==> src/rtl/decode_stage_pipe.sv <==
// Decode stage: register file with write-through bypass, immediate extension,
// load-use hazard detection and the ID/EX pipeline register.
module decode_stage_pipe #(
    parameter int XLEN   = 32,
    parameter int NREGS  = 32,
    parameter int ALUC_W = 3,
    parameter int CNT_W  = 16,
    localparam int RAW   = $clog2(NREGS)
) (
    input  logic              clk,
    input  logic              rst,
    input  logic              valid_d,
    input  logic [31:0]       instr_d,
    input  logic [XLEN-1:0]   pc_d,
    input  logic [XLEN-1:0]   pc_plus4_d,
    input  logic              reg_write_d,
    input  logic              alu_src_d,
    input  logic              mem_write_d,
    input  logic              result_src_d,
    input  logic              branch_d,
    input  logic [ALUC_W-1:0] alu_control_d,
    input  logic [1:0]        imm_src_d,
    input  logic              reg_write_w,
    input  logic [RAW-1:0]    rd_w,
    input  logic [XLEN-1:0]   result_w,
    input  logic              hold_e,
    input  logic              flush,
    output logic              stall_d,
    output logic              valid_e,
    output logic              reg_write_e,
    output logic              alu_src_e,
    output logic              mem_write_e,
    output logic              result_src_e,
    output logic              branch_e,
    output logic [ALUC_W-1:0] alu_control_e,
    output logic [XLEN-1:0]   rd1_e,
    output logic [XLEN-1:0]   rd2_e,
    output logic [XLEN-1:0]   imm_ext_e,
    output logic [XLEN-1:0]   pc_e,
    output logic [XLEN-1:0]   pc_plus4_e,
    output logic [RAW-1:0]    rs1_e,
    output logic [RAW-1:0]    rs2_e,
    output logic [RAW-1:0]    rd_e,
    output logic [CNT_W-1:0]  bubble_cnt
);

    typedef struct packed {
        logic              valid;
        logic              reg_write;
        logic              alu_src;
        logic              mem_write;
        logic              result_src;
        logic              branch;
        logic [ALUC_W-1:0] alu_control;
        logic [XLEN-1:0]   rd1;
        logic [XLEN-1:0]   rd2;
        logic [XLEN-1:0]   imm_ext;
        logic [XLEN-1:0]   pc;
        logic [XLEN-1:0]   pc_plus4;
        logic [RAW-1:0]    rs1;
        logic [RAW-1:0]    rs2;
        logic [RAW-1:0]    rd;
    } idex_t;

    logic [RAW-1:0]  rs1_d, rs2_d, rd_d;
    logic [XLEN-1:0] rd1_d, rd2_d, imm_ext_d;
    logic [XLEN-1:0] regs [NREGS];
    logic            hazard;
    logic            unused_opcode;
    idex_t           d_s, e_q;

    assign rs1_d = instr_d[15 +: RAW];
    assign rs2_d = instr_d[20 +: RAW];
    assign rd_d  = instr_d[7 +: RAW];
    assign unused_opcode = ^instr_d[6:0];

    always_ff @(posedge clk or negedge rst) begin
        if (!rst) begin
            for (int unsigned i = 0; i < NREGS; i++) regs[i] <= '0;
        end else if (reg_write_w && rd_w != '0) begin
            regs[rd_w] <= result_w;
        end
    end

    // Same-cycle writeback is forwarded so the ID/EX latch sees the new value.
    always_comb begin
        rd1_d = regs[rs1_d];
        if (reg_write_w && rd_w == rs1_d) rd1_d = result_w;
        if (rs1_d == '0) rd1_d = '0;
        rd2_d = regs[rs2_d];
        if (reg_write_w && rd_w == rs2_d) rd2_d = result_w;
        if (rs2_d == '0) rd2_d = '0;
    end

    always_comb begin
        imm_ext_d = '0;
        case (imm_src_d)
            2'b00:   imm_ext_d = {{(XLEN-12){instr_d[31]}}, instr_d[31:20]};
            2'b01:   imm_ext_d = {{(XLEN-12){instr_d[31]}}, instr_d[31:25], instr_d[11:7]};
            2'b10:   imm_ext_d = {{(XLEN-13){instr_d[31]}}, instr_d[31], instr_d[7],
                                  instr_d[30:25], instr_d[11:8], 1'b0};
            default: imm_ext_d = {{(XLEN-21){instr_d[31]}}, instr_d[31], instr_d[19:12],
                                  instr_d[20], instr_d[30:21], 1'b0};
        endcase
    end

    assign d_s = '{valid: valid_d, reg_write: reg_write_d, alu_src: alu_src_d,
                   mem_write: mem_write_d, result_src: result_src_d, branch: branch_d,
                   alu_control: alu_control_d, rd1: rd1_d, rd2: rd2_d, imm_ext: imm_ext_d,
                   pc: pc_d, pc_plus4: pc_plus4_d, rs1: rs1_d, rs2: rs2_d, rd: rd_d};

    // rs2 is compared even for formats without rs2; this is deliberately conservative.
    assign hazard  = e_q.valid && e_q.result_src && (e_q.rd != '0) && valid_d &&
                     ((rs1_d == e_q.rd) || (rs2_d == e_q.rd));
    assign stall_d = hold_e || (hazard && !flush);

    always_ff @(posedge clk or negedge rst) begin
        if (!rst) begin
            e_q <= '0;
        end else if (flush) begin
            e_q <= '0;
        end else if (!hold_e) begin
            e_q <= hazard ? '0 : d_s;
        end
    end

    always_ff @(posedge clk or negedge rst) begin
        if (!rst) begin
            bubble_cnt <= '0;
        end else if (hazard && !flush && !hold_e && bubble_cnt != '1) begin
            bubble_cnt <= bubble_cnt + 1'b1;
        end
    end

    assign valid_e       = e_q.valid;
    assign reg_write_e   = e_q.reg_write;
    assign alu_src_e     = e_q.alu_src;
    assign mem_write_e   = e_q.mem_write;
    assign result_src_e  = e_q.result_src;
    assign branch_e      = e_q.branch;
    assign alu_control_e = e_q.alu_control;
    assign rd1_e         = e_q.rd1;
    assign rd2_e         = e_q.rd2;
    assign imm_ext_e     = e_q.imm_ext;
    assign pc_e          = e_q.pc;
    assign pc_plus4_e    = e_q.pc_plus4;
    assign rs1_e         = e_q.rs1;
    assign rs2_e         = e_q.rs2;
    assign rd_e          = e_q.rd;

endmodule
==> config.mk <==
export PLATFORM = sky130hd
export DESIGN_NAME = decode_stage_pipe
export DESIGN_NICKNAME = d
export VERILOG_FILES = /design/src/rtl/decode_stage_pipe.sv
export SDC_FILE = /design/constraint.sdc
export NUM_CORES = 2
export LEC_CHECK = 0
export BUFFER_PORTS_ARGS = -buffer_cell sky130_fd_sc_hd__buf_2
export CAP_MARGIN = 30
export CORE_UTILIZATION = 44
export CTS_CLUSTER_DIAMETER = 30
export CTS_CLUSTER_SIZE = 14
export DETAILED_ROUTE_END_ITERATION = 10
export HOLD_SLACK_MARGIN = 0.02
export SKIP_LAST_GASP = 1
export SLEW_MARGIN = 5
export SYNTH_ARGS = -nofsm -noshare
export SYNTH_HDL_FRONTEND = slang
export SYNTH_SLANG_ARGS = --single-unit
export TNS_END_PERCENT = 20
==> constraint.sdc <==
create_clock -name clk -period 4.6 [get_ports clk]
set_input_delay 0.46 -clock clk [delete_from_list [all_inputs] [get_ports clk]]
set_output_delay 0.46 -clock clk [all_outputs]
set_load 0.01 [all_outputs]
==> impl_metrics.py <==
metrics = {
    "global_routing": {
        "grt_pass1_wl_um": 303000,
        "grt_start_max_net_pins": 124,
        "grt_use_total": 0.293,
        "grt-ovfl-total": 0,
        "antenna_found_initial": 11,
        "grt_pass1_vias": 43700,
    },
    "placement": {
        "io_buffers": 342,
        "place.gp.congestion": 0.800,
        "dpl.hpwl_um": 116000,
    },
    "worst_setup_path": {
        "arrival_ns": 2.88,
        "worstSetupPathType": "reg2out",
        "crit_path_end_kind": "primary output",
        "critical_path_required_ns": 4.14,
        "slowest_stage": "dfrtp_1",
        "critPathMaxStageDelay_ns": 0.49,
        "crit_path_max_fanout": 12,
        "critical_path.cell_chain": "xnor2_1 -> nand3_1 -> o22ai_4 -> nand2_2 -> o21bai_1 -> buf_2",
        "startpoint_type": "flip-flop",
    },
    "floorplanning": {
        "initial_core_util": 0.445,
        "io_pins": 350,
        "core_area_um2": 138000,
        "die_x_um": 376,
        "die_h_um": 376,
        "dieArea_um2": 141000,
        "num_rows": 136,
    },
    "timing": {
        "hold_viol": 0,
        "finalSetupTns_ns": 0,
        "rsz0062_at_grt": "false",
        "fin_crit_ns": 3.34,
        "tightest_slew_ns": 1.07,
        "min_period_over_period": 0.726,
        "finalClockSkew_ns": 0.0651,
        "slew_viol_final": 0,
        "fmax_ghz": 0.300,
        "slew_headroom": 0.288,
        "setup_viol": 0,
    },
    "cells_and_area": {
        "final_nets": 4748,
        "drive_gt1_frac": 0.498,
        "multi_input_area_um2": 28900,
        "area_growth_pct": 24.2,
        "fillers": 11100,
        "utilization": 0.553,
        "area.sequential_um2": 30400,
    },
    "clock_network": {
        "clk_pin_slew_ns": 0.04,
        "cts_buffer_depth": 4,
        "cts.sinks": 1213,
        "htree_num_levels": 5,
        "clock_latency_ns": 0.91,
        "postCtsSetupBuffers": 0,
        "cts-buffers-inserted": 301,
        "cts_tree": "done",
        "root_buffer": "clkbuf_16",
    },
    "detailed_routing": {
        "avgViaCountPerCell": 6.31,
        "first_pass_iters": 7,
        "drt-wirelength-per-cell_um": 30.8,
        "routed_wl_um": 206000,
        "ant_nets": 0,
        "drt_iter0_drc": 3734,
        "drc": 0,
        "vias": 42200,
    },
    "status": {
        "status": "finished clean",
    },
    "power_and_ir_drop": {
        "p_seq_frac": 0.338,
        "pwr-share-clk": 0.529,
        "powerDensity_nw_per_um2": 535,
        "p_leak_nw": 34.0,
        "ir_drop_mv": 0.474,
        "combPwrFrac": 0.132,
        "p_int_mw": 30.9,
        "switchingPower_mw": 9.97,
        "swShare": 0.244,
    },
    "min_path": {
        "hold_class": "in2reg",
    },
    "synth": {
        "ys_ff_latch": 1213,
        "synthSimpleGateAreaFrac": 0.0117,
        "synth_cells": 4218,
        "synth-seq-area-share": 0.494,
        "synthesis.area_um2": 61400,
        "synth_adder_area_share": 0.000204,
        "synthFlopType": "dfrtp_1",
        "syn_nets": 4368,
        "synth_mux_area_frac": 0.365,
        "synth_top_family_by_area": "multiplexers",
        "yosysWarningCount": 0,
        "synth_edf_count": 0,
        "synthXorXnorAreaFrac": 0.00513,
        "async_flop_share": 1.00,
        "yosys.cell_types.count": 58,
        "synth_compound_area_frac": 0.0842,
        "syn_area_per_cell_um2": 14.6,
    },
    "flow_run": {
        "maxCapViolCount": 0,
    },
}
## final timing paths
check,from,to,slack (ns),cells after the start
worst max-delay path,rd_e[2]$_DFFE_PN0P_,stall_d,1.26,6
worst min-delay path,imm_src_d[0],imm_ext_e[18]$_DFFE_PN0P_,0.1,3
worst max register to register,rd_e[2]$_DFFE_PN0P_,rd1_e[23]$_DFFE_PN0P_,1.85,7
worst min register to register,regs[1009]$_DFFE_PN0P_,regs[1009]$_DFFE_PN0P_,0.39,0
max in group asynchronous,rst,regs[35]$_DFFE_PN0P_,3.07,3
min in group asynchronous,rst,regs[685]$_DFFE_PN0P_,0.19,2
## power by group through the flow
stage | registers, mW | clock network (mW) | logic [mW]
final | 13.8 | 21.6 | 5.41
after global routing | 14.0 | 22.5 | 5.80
after detailed placement | 13.9 | 0 | 5.33
after global placement | 13.8 | 0 | 5.22
after floorplan | 13.5 | 0 | 3.98
after CTS | 13.8 | 21.8 | 5.43
## synthesized netlist by cell type, types with 9 or more instances
library cell | count | area share
a21oi_1 | 66 | 0.0054
a22o_1 | 158 | 0.023
nand2_1 | 48 | 0.0029
o22ai_1 | 64 | 0.0065
mux2_2 | 984 | 0.18
a22oi_1 | 192 | 0.023
nand3_1 | 12 | 0.00098
buf_6 | 18 | 0.0033
nor2_1 | 22 | 0.0013
clkbuf_1 | 251 | 0.015
buf_1 | 49 | 0.0030
mux4_2 | 384 | 0.14
xnor2_1 | 14 | 0.0020
buf_4 | 80 | 0.0098
mux2i_1 | 261 | 0.043
mux2_1 | 9 | 0.0017
o21ai_1 | 13 | 0.0011
buf_2 | 83 | 0.0068
dfrtp_1 | 1213 | 0.49
a211oi_1 | 64 | 0.0078
xor2_1 | 22 | 0.0031
o221ai_1 | 64 | 0.0091
o21ai_0 | 66 | 0.0054
## cells in the final DEF, fill, tap and decap left out, types with 49 or more instances in the layout
cell type	count
dfrtp_1	1213
mux2i_1	261
o221ai_1	64
buf_2	334
mux4_2	384
o21ai_0	66
o22ai_1	64
mux2_2	984
a211oi_1	64
buf_4	81
dlygate4sd3_1	93
clkinv_2	49
a21oi_1	65
a22o_1	158
clkbuf_16	307
a22oi_1	192
## kinds of logic (layout without fill, tap and decap cells)
family / count (synthesis) / in the layout
AOI/OAI and AO/OA: 706 / 706
DFF: 1213 / 1213
buffers and inverters: 490 / 1090
muxes: 1638 / 1638
and+or+nand+nor: 134 / 134
adders and majority gates: 1 / 1
xor gates and xnor gates: 36 / 36
other: 0 / 2
## sequential cells by signal (all words and copies together) (netlist names), 5 cells and up
register	count
regs	1024
pc_e	32
pc_plus4_e	32
rd1_e	32
rd2_e	32
imm_ext_e	21
bubble_cnt	16
rd_e	5
rs1_e	5
rs2_e	5
## timing repair
action,CTS,global route
endpoints found under the hold margin,202,0
hold buffers,93,0
gates resized for setup,0,0
endpoints found under the setup margin,0,0
## layer usage
layer / wire [um] / track usage
met3: 14600 / 0.0641
met4: 7850 / 0.119
met2: 96600 / 0.459
met5: 40 / 0
met1: 87000 / 0.397
## through the flow
stage	worst slack [ns]	cell area [um^2]	total power, mW	cells	hold slack (ns)
6_report	1.26	76300	40.8	6683	0.0968
5_1_grt	1.15	76300	42.3	6682	0.0802
4_1_cts	1.19	76200	41.0	6680	0.0319
3_5_place_dp	1.31	64900	19.2	6064	0.383
3_3_place_gp	1.11	64700	19.0	6053	0.376
2_1_floorplan	2.56	61400	17.5	4218	0.164
## worst max-delay path, delay by kind of cell, from the launching register on
family / cells / cell delay (ns)
AO/OA/AOI/OAI: 2 / 0.71
XOR/XNOR: 1 / 0.20
buffers and inverters: 1 / 0.20
flip-flops: 1 / 0.49
AND/OR/NAND/NOR: 2 / 0.43
## cell type report
cell class | instances | share of cell area
sequential | 1213 | 0.398
multi-input combinational | 2515 | 0.379
clock buffer | 374 | 0.109
timing repair buffer | 563 | 0.0564
tap | 1863 | 0.0306
clock inverter | 149 | 0.0268
inverter | 4 | 0.000197
antenna | 2 | 0.0000656
Note: power is estimated with default switching activity, not from simulation.
